==> src/rtl/mbist_mem_arbiter_if.sv <==
// Signal bundle between the SRAM arbiter, the host path, the MBIST controller and the SRAM.
// slave is the arbiter's view; master is the surrounding environment.
interface mbist_mem_arbiter_if #(
   parameter int ADDR_WIDTH = 8,
   parameter int DATA_WIDTH = 32
);
   logic                  bist_req;
   logic                  bist_grant;
   logic                  bist_start;
   logic                  bist_done;
   logic                  bist_fail;
   logic                  bist_cs;
   logic                  bist_we;
   logic                  bist_re;
   logic [ADDR_WIDTH-1:0] bist_addr;
   logic [DATA_WIDTH-1:0] bist_wdata;
   logic                  func_cs;
   logic                  func_we;
   logic                  func_re;
   logic [ADDR_WIDTH-1:0] func_addr;
   logic [DATA_WIDTH-1:0] func_wdata;
   logic                  func_ready;
   logic [DATA_WIDTH-1:0] func_rdata;
   logic                  func_rvalid;
   logic                  mem_cs;
   logic                  mem_we;
   logic                  mem_re;
   logic [ADDR_WIDTH-1:0] mem_addr;
   logic [DATA_WIDTH-1:0] mem_wdata;
   logic [DATA_WIDTH-1:0] mem_rdata;
   logic                  result_valid;
   logic                  result_fail;
   logic                  result_timeout;

   modport slave (
      input  bist_req, bist_done, bist_fail, bist_cs, bist_we, bist_re, bist_addr, bist_wdata,
      input  func_cs, func_we, func_re, func_addr, func_wdata, mem_rdata,
      output bist_grant, bist_start, func_ready, func_rdata, func_rvalid,
      output mem_cs, mem_we, mem_re, mem_addr, mem_wdata,
      output result_valid, result_fail, result_timeout
   );

   modport master (
      output bist_req, bist_done, bist_fail, bist_cs, bist_we, bist_re, bist_addr, bist_wdata,
      output func_cs, func_we, func_re, func_addr, func_wdata, mem_rdata,
      input  bist_grant, bist_start, func_ready, func_rdata, func_rvalid,
      input  mem_cs, mem_we, mem_re, mem_addr, mem_wdata,
      input  result_valid, result_fail, result_timeout
   );
endinterface

==> src/rtl/mbist_mem_arbiter.sv <==
// Shares the single SRAM port between the host path and the MBIST controller,
// draining host reads before handing over and latching the BIST result under a watchdog.
//
// state         | meaning
// ST_FUNC       | host owns the SRAM port
// ST_DRAIN      | host blocked, waiting for in-flight reads to return
// ST_BIST_START | one-cycle start pulse to the MBIST controller
// ST_BIST_RUN   | MBIST owns the port, watchdog counting
// ST_DONE       | result held, waiting for bist_req to drop
module mbist_mem_arbiter #(
   parameter int ADDR_WIDTH     = 8,
   parameter int DATA_WIDTH     = 32,
   parameter int READ_LATENCY   = 1,
   parameter int TIMEOUT_CYCLES = 1000000
) (
   input logic                clk,
   input logic                reset_n,
   mbist_mem_arbiter_if.slave bus
);
   localparam int WD_W = $clog2(TIMEOUT_CYCLES + 1);
   localparam int DR_W = $clog2(READ_LATENCY + 1);
   localparam logic [WD_W-1:0] WD_LAST    = WD_W'(TIMEOUT_CYCLES - 1);
   localparam logic [DR_W-1:0] DRAIN_LOAD = DR_W'(READ_LATENCY);

   typedef enum logic [2:0] {
      ST_FUNC, ST_DRAIN, ST_BIST_START, ST_BIST_RUN, ST_DONE
   } state_t;

   state_t                  state, state_nxt;
   logic [DR_W-1:0]         drain_cnt, drain_cnt_nxt;
   logic [WD_W-1:0]         wd_cnt, wd_cnt_nxt;
   logic                    armed, armed_nxt;
   logic                    res_valid, res_valid_nxt;
   logic                    res_fail, res_fail_nxt;
   logic                    res_timeout, res_timeout_nxt;
   logic [READ_LATENCY-1:0] rv_pipe;
   logic                    func_ready;
   logic                    mem_cs_mux, mem_we_mux, mem_re_mux;
   logic [ADDR_WIDTH-1:0]   mem_addr_mux;
   logic [DATA_WIDTH-1:0]   mem_wdata_mux;

   assign func_ready = (state == ST_FUNC) && !bus.bist_req;

   always_ff @(posedge clk or negedge reset_n) begin
      if (!reset_n) begin
         state       <= ST_FUNC;
         drain_cnt   <= '0;
         wd_cnt      <= '0;
         armed       <= 1'b0;
         res_valid   <= 1'b0;
         res_fail    <= 1'b0;
         res_timeout <= 1'b0;
      end else begin
         state       <= state_nxt;
         drain_cnt   <= drain_cnt_nxt;
         wd_cnt      <= wd_cnt_nxt;
         armed       <= armed_nxt;
         res_valid   <= res_valid_nxt;
         res_fail    <= res_fail_nxt;
         res_timeout <= res_timeout_nxt;
      end
   end

   // armed records that bist_req was seen low in ST_FUNC, so a request held
   // high across DONE cannot start a second test.
   always_comb begin
      state_nxt       = state;
      drain_cnt_nxt   = drain_cnt;
      wd_cnt_nxt      = wd_cnt;
      armed_nxt       = armed;
      res_valid_nxt   = res_valid;
      res_fail_nxt    = res_fail;
      res_timeout_nxt = res_timeout;
      case (state)
         ST_FUNC: begin
            if (!bus.bist_req) begin
               armed_nxt = 1'b1;
            end else if (armed) begin
               state_nxt       = ST_DRAIN;
               armed_nxt       = 1'b0;
               drain_cnt_nxt   = DRAIN_LOAD;
               res_valid_nxt   = 1'b0;
               res_fail_nxt    = 1'b0;
               res_timeout_nxt = 1'b0;
            end
         end
         ST_DRAIN: begin
            drain_cnt_nxt = drain_cnt - DR_W'(1);
            if (!bus.bist_req) begin
               state_nxt = ST_FUNC;
            end else if (drain_cnt <= DR_W'(1)) begin
               state_nxt = ST_BIST_START;
            end
         end
         ST_BIST_START: begin
            state_nxt  = ST_BIST_RUN;
            wd_cnt_nxt = '0;
         end
         ST_BIST_RUN: begin
            // wd_cnt == 0 marks the first run cycle, where a stale done is ignored
            if (bus.bist_done && (wd_cnt != '0)) begin
               state_nxt       = ST_DONE;
               res_valid_nxt   = 1'b1;
               res_fail_nxt    = bus.bist_fail;
               res_timeout_nxt = 1'b0;
            end else if (wd_cnt == WD_LAST) begin
               state_nxt       = ST_DONE;
               res_valid_nxt   = 1'b1;
               res_fail_nxt    = 1'b1;
               res_timeout_nxt = 1'b1;
            end else begin
               wd_cnt_nxt = wd_cnt + WD_W'(1);
            end
         end
         ST_DONE: begin
            if (!bus.bist_req) state_nxt = ST_FUNC;
         end
         default: state_nxt = ST_FUNC;
      endcase
   end

   always_comb begin
      mem_cs_mux    = 1'b0;
      mem_we_mux    = 1'b0;
      mem_re_mux    = 1'b0;
      mem_addr_mux  = '0;
      mem_wdata_mux = '0;
      if (func_ready) begin
         mem_cs_mux    = bus.func_cs;
         mem_we_mux    = bus.func_we;
         mem_re_mux    = bus.func_re;
         mem_addr_mux  = bus.func_addr;
         mem_wdata_mux = bus.func_wdata;
      end else if (state == ST_BIST_RUN) begin
         mem_cs_mux    = bus.bist_cs;
         mem_we_mux    = bus.bist_we;
         mem_re_mux    = bus.bist_re;
         mem_addr_mux  = bus.bist_addr;
         mem_wdata_mux = bus.bist_wdata;
      end
   end

   // Keeps shifting in every state so reads accepted before DRAIN still complete.
   always_ff @(posedge clk or negedge reset_n) begin
      if (!reset_n) begin
         rv_pipe <= '0;
      end else begin
         rv_pipe[0] <= bus.func_cs & bus.func_re & func_ready;
         for (int i = 1; i < READ_LATENCY; i++) rv_pipe[i] <= rv_pipe[i-1];
      end
   end

   assign bus.func_ready     = func_ready;
   assign bus.func_rvalid    = rv_pipe[READ_LATENCY-1];
   assign bus.func_rdata     = bus.mem_rdata;
   assign bus.mem_cs         = mem_cs_mux;
   assign bus.mem_we         = mem_we_mux;
   assign bus.mem_re         = mem_re_mux;
   assign bus.mem_addr       = mem_addr_mux;
   assign bus.mem_wdata      = mem_wdata_mux;
   assign bus.bist_start     = (state == ST_BIST_START);
   assign bus.bist_grant     = (state == ST_BIST_START) || (state == ST_BIST_RUN) || (state == ST_DONE);
   assign bus.result_valid   = res_valid;
   assign bus.result_fail    = res_fail;
   assign bus.result_timeout = res_timeout;
endmodule

==> src/flat_wrapper.sv <==
// flat-port wrapper written by rule: the top's interface ports become plain ports
module mbist_mem_arbiter_flat 
#(
   parameter int ADDR_WIDTH     = 8,
   parameter int DATA_WIDTH     = 32,
   parameter int READ_LATENCY   = 1,
   parameter int TIMEOUT_CYCLES = 1000000
)
  (clk, reset_n, bus_bist_req, bus_bist_done, bus_bist_fail, bus_bist_cs, bus_bist_we, bus_bist_re, bus_bist_addr, bus_bist_wdata, bus_func_cs, bus_func_we, bus_func_re, bus_func_addr, bus_func_wdata, bus_mem_rdata, bus_bist_grant, bus_bist_start, bus_func_ready, bus_func_rdata, bus_func_rvalid, bus_mem_cs, bus_mem_we, bus_mem_re, bus_mem_addr, bus_mem_wdata, bus_result_valid, bus_result_fail, bus_result_timeout);
  mbist_mem_arbiter_if #(.ADDR_WIDTH(ADDR_WIDTH), .DATA_WIDTH(DATA_WIDTH)) bus_i ();
  input logic clk;
  input logic reset_n;
  input wire logic [$bits(bus_i.bist_req)-1:0] bus_bist_req;
  input wire logic [$bits(bus_i.bist_done)-1:0] bus_bist_done;
  input wire logic [$bits(bus_i.bist_fail)-1:0] bus_bist_fail;
  input wire logic [$bits(bus_i.bist_cs)-1:0] bus_bist_cs;
  input wire logic [$bits(bus_i.bist_we)-1:0] bus_bist_we;
  input wire logic [$bits(bus_i.bist_re)-1:0] bus_bist_re;
  input wire logic [$bits(bus_i.bist_addr)-1:0] bus_bist_addr;
  input wire logic [$bits(bus_i.bist_wdata)-1:0] bus_bist_wdata;
  input wire logic [$bits(bus_i.func_cs)-1:0] bus_func_cs;
  input wire logic [$bits(bus_i.func_we)-1:0] bus_func_we;
  input wire logic [$bits(bus_i.func_re)-1:0] bus_func_re;
  input wire logic [$bits(bus_i.func_addr)-1:0] bus_func_addr;
  input wire logic [$bits(bus_i.func_wdata)-1:0] bus_func_wdata;
  input wire logic [$bits(bus_i.mem_rdata)-1:0] bus_mem_rdata;
  output wire logic [$bits(bus_i.bist_grant)-1:0] bus_bist_grant;
  output wire logic [$bits(bus_i.bist_start)-1:0] bus_bist_start;
  output wire logic [$bits(bus_i.func_ready)-1:0] bus_func_ready;
  output wire logic [$bits(bus_i.func_rdata)-1:0] bus_func_rdata;
  output wire logic [$bits(bus_i.func_rvalid)-1:0] bus_func_rvalid;
  output wire logic [$bits(bus_i.mem_cs)-1:0] bus_mem_cs;
  output wire logic [$bits(bus_i.mem_we)-1:0] bus_mem_we;
  output wire logic [$bits(bus_i.mem_re)-1:0] bus_mem_re;
  output wire logic [$bits(bus_i.mem_addr)-1:0] bus_mem_addr;
  output wire logic [$bits(bus_i.mem_wdata)-1:0] bus_mem_wdata;
  output wire logic [$bits(bus_i.result_valid)-1:0] bus_result_valid;
  output wire logic [$bits(bus_i.result_fail)-1:0] bus_result_fail;
  output wire logic [$bits(bus_i.result_timeout)-1:0] bus_result_timeout;
  assign bus_i.bist_req = bus_bist_req;
  assign bus_i.bist_done = bus_bist_done;
  assign bus_i.bist_fail = bus_bist_fail;
  assign bus_i.bist_cs = bus_bist_cs;
  assign bus_i.bist_we = bus_bist_we;
  assign bus_i.bist_re = bus_bist_re;
  assign bus_i.bist_addr = bus_bist_addr;
  assign bus_i.bist_wdata = bus_bist_wdata;
  assign bus_i.func_cs = bus_func_cs;
  assign bus_i.func_we = bus_func_we;
  assign bus_i.func_re = bus_func_re;
  assign bus_i.func_addr = bus_func_addr;
  assign bus_i.func_wdata = bus_func_wdata;
  assign bus_i.mem_rdata = bus_mem_rdata;
  assign bus_bist_grant = bus_i.bist_grant;
  assign bus_bist_start = bus_i.bist_start;
  assign bus_func_ready = bus_i.func_ready;
  assign bus_func_rdata = bus_i.func_rdata;
  assign bus_func_rvalid = bus_i.func_rvalid;
  assign bus_mem_cs = bus_i.mem_cs;
  assign bus_mem_we = bus_i.mem_we;
  assign bus_mem_re = bus_i.mem_re;
  assign bus_mem_addr = bus_i.mem_addr;
  assign bus_mem_wdata = bus_i.mem_wdata;
  assign bus_result_valid = bus_i.result_valid;
  assign bus_result_fail = bus_i.result_fail;
  assign bus_result_timeout = bus_i.result_timeout;
  mbist_mem_arbiter #(.ADDR_WIDTH(ADDR_WIDTH), .DATA_WIDTH(DATA_WIDTH), .READ_LATENCY(READ_LATENCY), .TIMEOUT_CYCLES(TIMEOUT_CYCLES)) u_core (.clk(clk), .reset_n(reset_n), .bus(bus_i));
endmodule
==> config.mk <==
export PLATFORM = sky130hd
export DESIGN_NAME = mbist_mem_arbiter_flat
export DESIGN_NICKNAME = d
export VERILOG_FILES = /design/src/rtl/mbist_mem_arbiter_if.sv /design/src/rtl/mbist_mem_arbiter.sv /design/src/flat_wrapper.sv
export SDC_FILE = /design/constraint.sdc
export NUM_CORES = 1
export LEC_CHECK = 0
export ABC_CLOCK_PERIOD_IN_PS = 6400
export CORE_MARGIN = 2
export CORE_UTILIZATION = 36
export CTS_BUF_LIST = sky130_fd_sc_hd__clkbuf_8
export CTS_CLUSTER_SIZE = 25
export DETAILED_ROUTE_END_ITERATION = 12
export PLACE_DENSITY = 0.88
export SLEW_MARGIN = 20
export SYNTH_ARGS = -nofsm -noshare
export SYNTH_HDL_FRONTEND = slang
export SYNTH_SLANG_ARGS = --single-unit
export TNS_END_PERCENT = 20
==> constraint.sdc <==
create_clock -name clk -period 6.4 [get_ports clk]
set_input_delay 1.28 -clock clk [delete_from_list [all_inputs] [get_ports clk]]
set_output_delay 1.28 -clock clk [all_outputs]
set_load 0.03 [all_outputs]
# [Word level (Yosys, flattened, before mapping)]
# Cells that the tools add are included.
[totals] ff_bits=29 inputBits=123 output_inout_bits=82 wordCells=73
[op_classes] addsub=2 n_lt_le_gt_ge=1 n_eq_ne=12 n_mux=34 bitwise=2 n_reduce_logical=14
[op_table] op="32-bit two-way mux" count=2
[op_table] op="20-bit two-way mux" count=2
[op_table] op="20-bit one-hot mux with 2 select lines" count=1
[op_table] op="3-bit two-way mux" count=7
[op_table] op="20-bit by 1-bit adder with 20-bit output, second input constant" count=1
[op_table] op="20-bit equality test, second input constant" count=1
[op_table] op="20-bit nonzero test" count=1
[op_table] op="8-bit two-way mux" count=2
[op_table] op="1-bit two-way mux" count=15
[op_table] op="3-bit one-hot mux with 5 select lines" count=1
[op_table] op="2-bit != test, second input constant" count=4
[op_table] op="1-bit one-hot mux with 2 select lines" count=4
[op_table] op="3-bit by 2-bit equality test with 1-bit output, second input constant" count=2
[op_table] op="3-bit AND reduction" count=2
[op_table] op="2-bit nonzero test" count=3
[op_table] op="5-bit AND reduction" count=1
[op_table] op="4-bit AND reduction" count=1
[op_table] op="3-bit by 1-bit equality test with 1-bit output, second input constant" count=1
[op_table] op="3-bit equality test, second input constant" count=1
[op_table] op="3-bit zero test" count=1
[op_table] op="3-bit by 1-bit != test with 1-bit output, second input constant" count=1
[op_table] op="3-bit by 2-bit != test with 1-bit output, second input constant" count=1
[op_table] op="1-bit AND" count=2
[op_table] op="1-bit logical AND" count=2
[op_table] op="5 further kinds" count=6

# [Depth between registers and ports, before layout]
[logic_depth] ltp_word=4 mapped_depth=8 depth_no_buf=7

# [Worst setup path before layout]
# Ideal clock, no wire load.
[synth_timing] kind="input to output" from="input bus_bist_req" to="output bus_mem_addr[0]" arrival_time_ns=2.562 required_time_ns=5.120 setup_slack_ns=2.558 path_stages=3 n_path_buf=1 cell_sequence="nor2_1 -> clkbuf_1 -> a22o_1"
[synth_between] elab_chain_cells=3
[synth_lines] item="start: declaration" line_no="flat_wrapper.sv:13" rtl="input wire logic [$bits(bus_i.bist_req)-1:0] bus_bist_req;"
[synth_lines] item="1-bit zero test" line_no="mbist_mem_arbiter.sv:42" rtl="assign func_ready = (state == ST_FUNC) && !bus.bist_req;"
[synth_lines] item="1-bit logical AND" line_no="mbist_mem_arbiter.sv:42"
[synth_lines] item="named net bus_func_ready" line_no="flat_wrapper.sv:29" rtl="output wire logic [$bits(bus_i.func_ready)-1:0] bus_func_ready;"
[synth_lines] item="8-bit two-way mux" line_no="mbist_mem_arbiter.sv:128" rtl="if (func_ready) begin"
[synth_lines] item="end: declaration" line_no="flat_wrapper.sv:35" rtl="output wire logic [$bits(bus_i.mem_addr)-1:0] bus_mem_addr;"
# The timed path passes the listed nets, and every way through them passes these cells.

# [Worst setup path after layout]
[layout_timing] from="register u_core.state[0]" to="output bus_mem_wdata[18]"
[layout_between] elab_chain_cells=3 word_cells_on_any_way=5 classes_between="eq/ne: 1; mux: 2; reduce/logical: 2"
[layout_lines] item="start: declaration" line_no="mbist_mem_arbiter.sv:29" rtl="state_t state, state_nxt;"
[layout_lines] item="start signal: assignment" line_no="mbist_mem_arbiter.sv:54" rtl="state <= state_nxt;"
[layout_lines] item="3-bit by 2-bit equality test with 1-bit output / 3-bit zero test (equally long branches)" line_no="mbist_mem_arbiter.sv:134, mbist_mem_arbiter.sv:42"
[layout_lines] item="32-bit two-way mux / 1-bit logical AND (equally long branches)" line_no="mbist_mem_arbiter.sv:134, mbist_mem_arbiter.sv:42"
[layout_lines] item="32-bit two-way mux (*)" line_no="mbist_mem_arbiter.sv:128"
[layout_lines] item="end: declaration" line_no="flat_wrapper.sv:36" rtl="output wire logic [$bits(bus_i.mem_wdata)-1:0] bus_mem_wdata;"
# Mark *: on every way between the ends. The rest lies on a longest branch, timed or not.

==> run summary <==
=================================================================================================================
Status .............................................................................................    completed
Final wirelength ...................................................................................     9.387 mm
Setup repair after global routing missed its margin ................................................           no
Number of antenna repair diodes ....................................................................            0
Total design power .................................................................................     1.319 mW
Commonest cells after routing, fill and taps aside ................................................. clkdlybuf4s50_1 (140), a22o_1 (44), dfrtp_1 (28)
Slew @ Worst Pin ...................................................................................     1.001 ns
HPWL after DPL .....................................................................................     7.438 mm
Number of distinct standard cells referenced by the synthesized netlist ............................           44
Port Buf Inserts ...................................................................................          140
Total iterations of the first detailed-routing run .................................................            5
Main synth FF type .................................................................................      dfrtp_1
Number of remaining DRC errors .....................................................................            0
Die area ...........................................................................................     7291 µm²
Clock tree from TritonCTS ..........................................................................          yes
Slack of the critical path .........................................................................     1.447 ns
Antenna violations before repair ...................................................................            1
TritonCTS Buffers ..................................................................................            3
Fraction of the yosys area taken by sequential cells ...............................................       29.38%
Clock Sinks ........................................................................................           28
Post-CTS setup buffer count ........................................................................            0
Routability congestion estimate ....................................................................       0.9560
Worst-case headroom to the max-slew limit ..........................................................       33.13%
Post-DR wirelength/cell ............................................................................     20.54 µm
Number of enable flip-flop cells after synthesis ...................................................            0
Total routing usage reported by global routing .....................................................       24.89%
Maximum resistive drop on vdd ......................................................................  0.0001964 V
Standard-cell row count ............................................................................           29
Initial cell density of the core ...................................................................       37.34%
Remaining global-route overflow ....................................................................            0
Final setup violation count ........................................................................            0
Maximum number of buffers from clock root to sink ..................................................            2
Timing-limited maximum frequency ...................................................................   0.2019 GHz
Final Cycle Share ..................................................................................       77.39%
Vias in the first global route .....................................................................         2640
Arithmetic-cell share of the synthesized area counting full adders, half adders and majority gates .       1.049%
Synthesized netlist cell count .....................................................................          287
Die H ..............................................................................................     85.39 µm
Max Cap Viol .......................................................................................            0
Net count after synthesis ..........................................................................          412
Compound-cell area share of the yosys netlist ......................................................       30.48%
Cell area after technology mapping .................................................................     2385 µm²
Final Hold Violating Endpoints .....................................................................            0
Area fraction in and, or, nand and nor cells after synthesis .......................................       23.40%
Most common library cell in the layout ignoring fill and taps ...................................... clkdlybuf4s50_1
Clk_skew ...........................................................................................  0.002838 ns
Flip-flop and latch count after synthesis ..........................................................           28
Total number of yosys warnings .....................................................................            0
Minimum clock period after layout ..................................................................     4.953 ns
Power Density ...................................................................................... 361.7 nW/µm²
Setup TNS ..........................................................................................         0 ns
Average via count per standard cell ................................................................        6.116
Maximum number of pins on one net before global-route repair .......................................           48
Worst setup path class ............................................................................. flop to primary output
Master cell of the clock root buffer ...............................................................     clkbuf_8
Clk pin slew, worst setup/hold paths ...............................................................      0.10 ns
Number of cells upsized or downsized after cts .....................................................            0
Post-Synth XOR/XNOR Area ...........................................................................      0.3673%
Insertion delay to the later sink of the worst-skew pair ...........................................      0.28 ns
First-iteration detailed-routing DRC count .........................................................          337
CP arrival .........................................................................................      3.67 ns
Leakage power summed over all cells ................................................................     1.411 nW
Dominant combinational cell family by area after synthesis ......................................... compound AO/OA/AOI/OAI gates
First-pass GRT wire length .........................................................................     14.23 mm
Worst setup SP type ................................................................................         flop
Horizontal extent of the die .......................................................................     85.39 µm
Class of the tightest hold or removal check ........................................................ flop to flop
Final Net Count ....................................................................................          506
Count of final max-slew check failures .............................................................            0
Fraction of layout cells with a size suffix above 1 ................................................       3.421%
Number of antenna-violating nets in the routed design ..............................................            0
Core outline area ..................................................................................     6386 µm²
I/O pin cnt ........................................................................................          205
Required time at the endpoint of the critical path .................................................      5.12 ns
Mux contribution to synthesized area ...............................................................       1.259%
Type of element capturing the critical path ........................................................ primary output
Hold bufs inserted after CTS .......................................................................            0
Critical-path maximum fanout .......................................................................           47
H-tree lvl count ...................................................................................            1
Worst Setup Slack post-DPL .........................................................................     1.500 ns
Post-synthesis to final-layout area growth .........................................................       52.94%
Via count ..........................................................................................         2795
Synth async-reset ratio ............................................................................       100.0%
Synth Area per Inst ................................................................................    8.309 µm²
=================================================================================================================
[state kept, by name, indices dropped and copies added, names as in the netlist]
| signal | flops |
|---|---|
| u_core.bus.func_rvalid | 1 |
| u_core.bus.result_timeout | 1 |
| u_core.armed | 1 |
| u_core.bus.result_valid | 1 |
| u_core.wd_cnt | 20 |
| u_core.bus.result_fail | 1 |
| u_core.state | 3 |
[Yosys cell counts (5+ instances only)]
cell type | n | area (µm²)
a21oi_1 | 7 | 35.03
a22o_1 | 44 | 385.4
and3_1 | 5 | 31.28
buf_4 | 32 | 240.2
clkbuf_1 | 20 | 75.07
dfrtp_1 | 28 | 700.7
nand2_1 | 25 | 93.84
nand3_1 | 21 | 105.1
nand4_1 | 7 | 43.79
nor2_1 | 13 | 48.80
nor4_1 | 11 | 68.82
o21ai_0 | 9 | 45.04
or3_1 | 7 | 43.79
[layout make-up]
type                    count  area, µm²
fillers                   577       2739
repair buffers            142       1416
multi-input cells         202       1364
flip-flops and latches     28      700.7
well taps                  77      96.34
clock buffers               4      55.05
inverters                   4      15.01
[power breakdown]
group	internal, mW	switching (mW)	total, mW
Combinational	0.377	0.526	0.904
Sequential	0.219	0.0818	0.301
Clock	0.0553	0.0596	0.115
[stage by stage]
step                      hold WS [ns]  util [%]  cells  area (µm²)
after detailed placement        0.4945     56.25    453        3592
after global placement          0.4864     56.25    453        3592
final                           0.5131     57.11    457        3647
after CTS                       0.5167     57.11    457        3647
after floorplan                 0.4961         -    287        2385
after global routing            0.5401     57.11    457        3647
[critical path, cell delays in order (launching register included)]
cell and delay (ns):
dfrtp_1 0.91, inv_1 0.56, nor2_4 0.91, a22o_1 0.27, clkdlybuf4s50_1 0.71
[logic make-up after synthesis]
logic type,after synthesis
compound gates,89
xor+xnor,1
fa+ha+maj,2
buf+inv,57
flops,28
mux,3
simple gates,107
[routing by layer]
metal | vias to the layer above | share of wire (%) | track usage, % | wire length (µm)
met5 | - | 0 | 0 | 0
met4 | 0 | 1.3 | 5.051 | 123
met3 | 12 | 11 | 7.393 | 992
met2 | 192 | 49 | 41.97 | 4586
met1 | 1323 | 39 | 31.65 | 3686
li1 | 1268 | - | - | -
[worst paths after layout]
| path | start | end | slack (ns) | cells after the start |
|---|---|---|---|---|
| min in group asynchronous | reset_n | u_core.wd_cnt[14]$_DFFE_PN0P_ | 1.37 | 2 |
| min | u_core.bus.result_timeout$_DFFE_PN0P_ | u_core.bus.result_timeout$_DFFE_PN0P_ | 0.51 | 2 |
| max in group asynchronous | reset_n | u_core.bus.result_timeout$_DFFE_PN0P_ | 4.77 | 2 |
| min reg2reg | u_core.bus.result_timeout$_DFFE_PN0P_ | u_core.bus.result_timeout$_DFFE_PN0P_ | 0.51 | 2 |
| max reg2reg | u_core.state[0]$_DFFE_PN0P_ | u_core.bus.result_timeout$_DFFE_PN0P_ | 3.41 | 5 |
| max | u_core.state[0]$_DFFE_PN0P_ | bus_mem_wdata[18] | 1.45 | 4 |
Note: power is estimated with default switching activity, not from simulation.
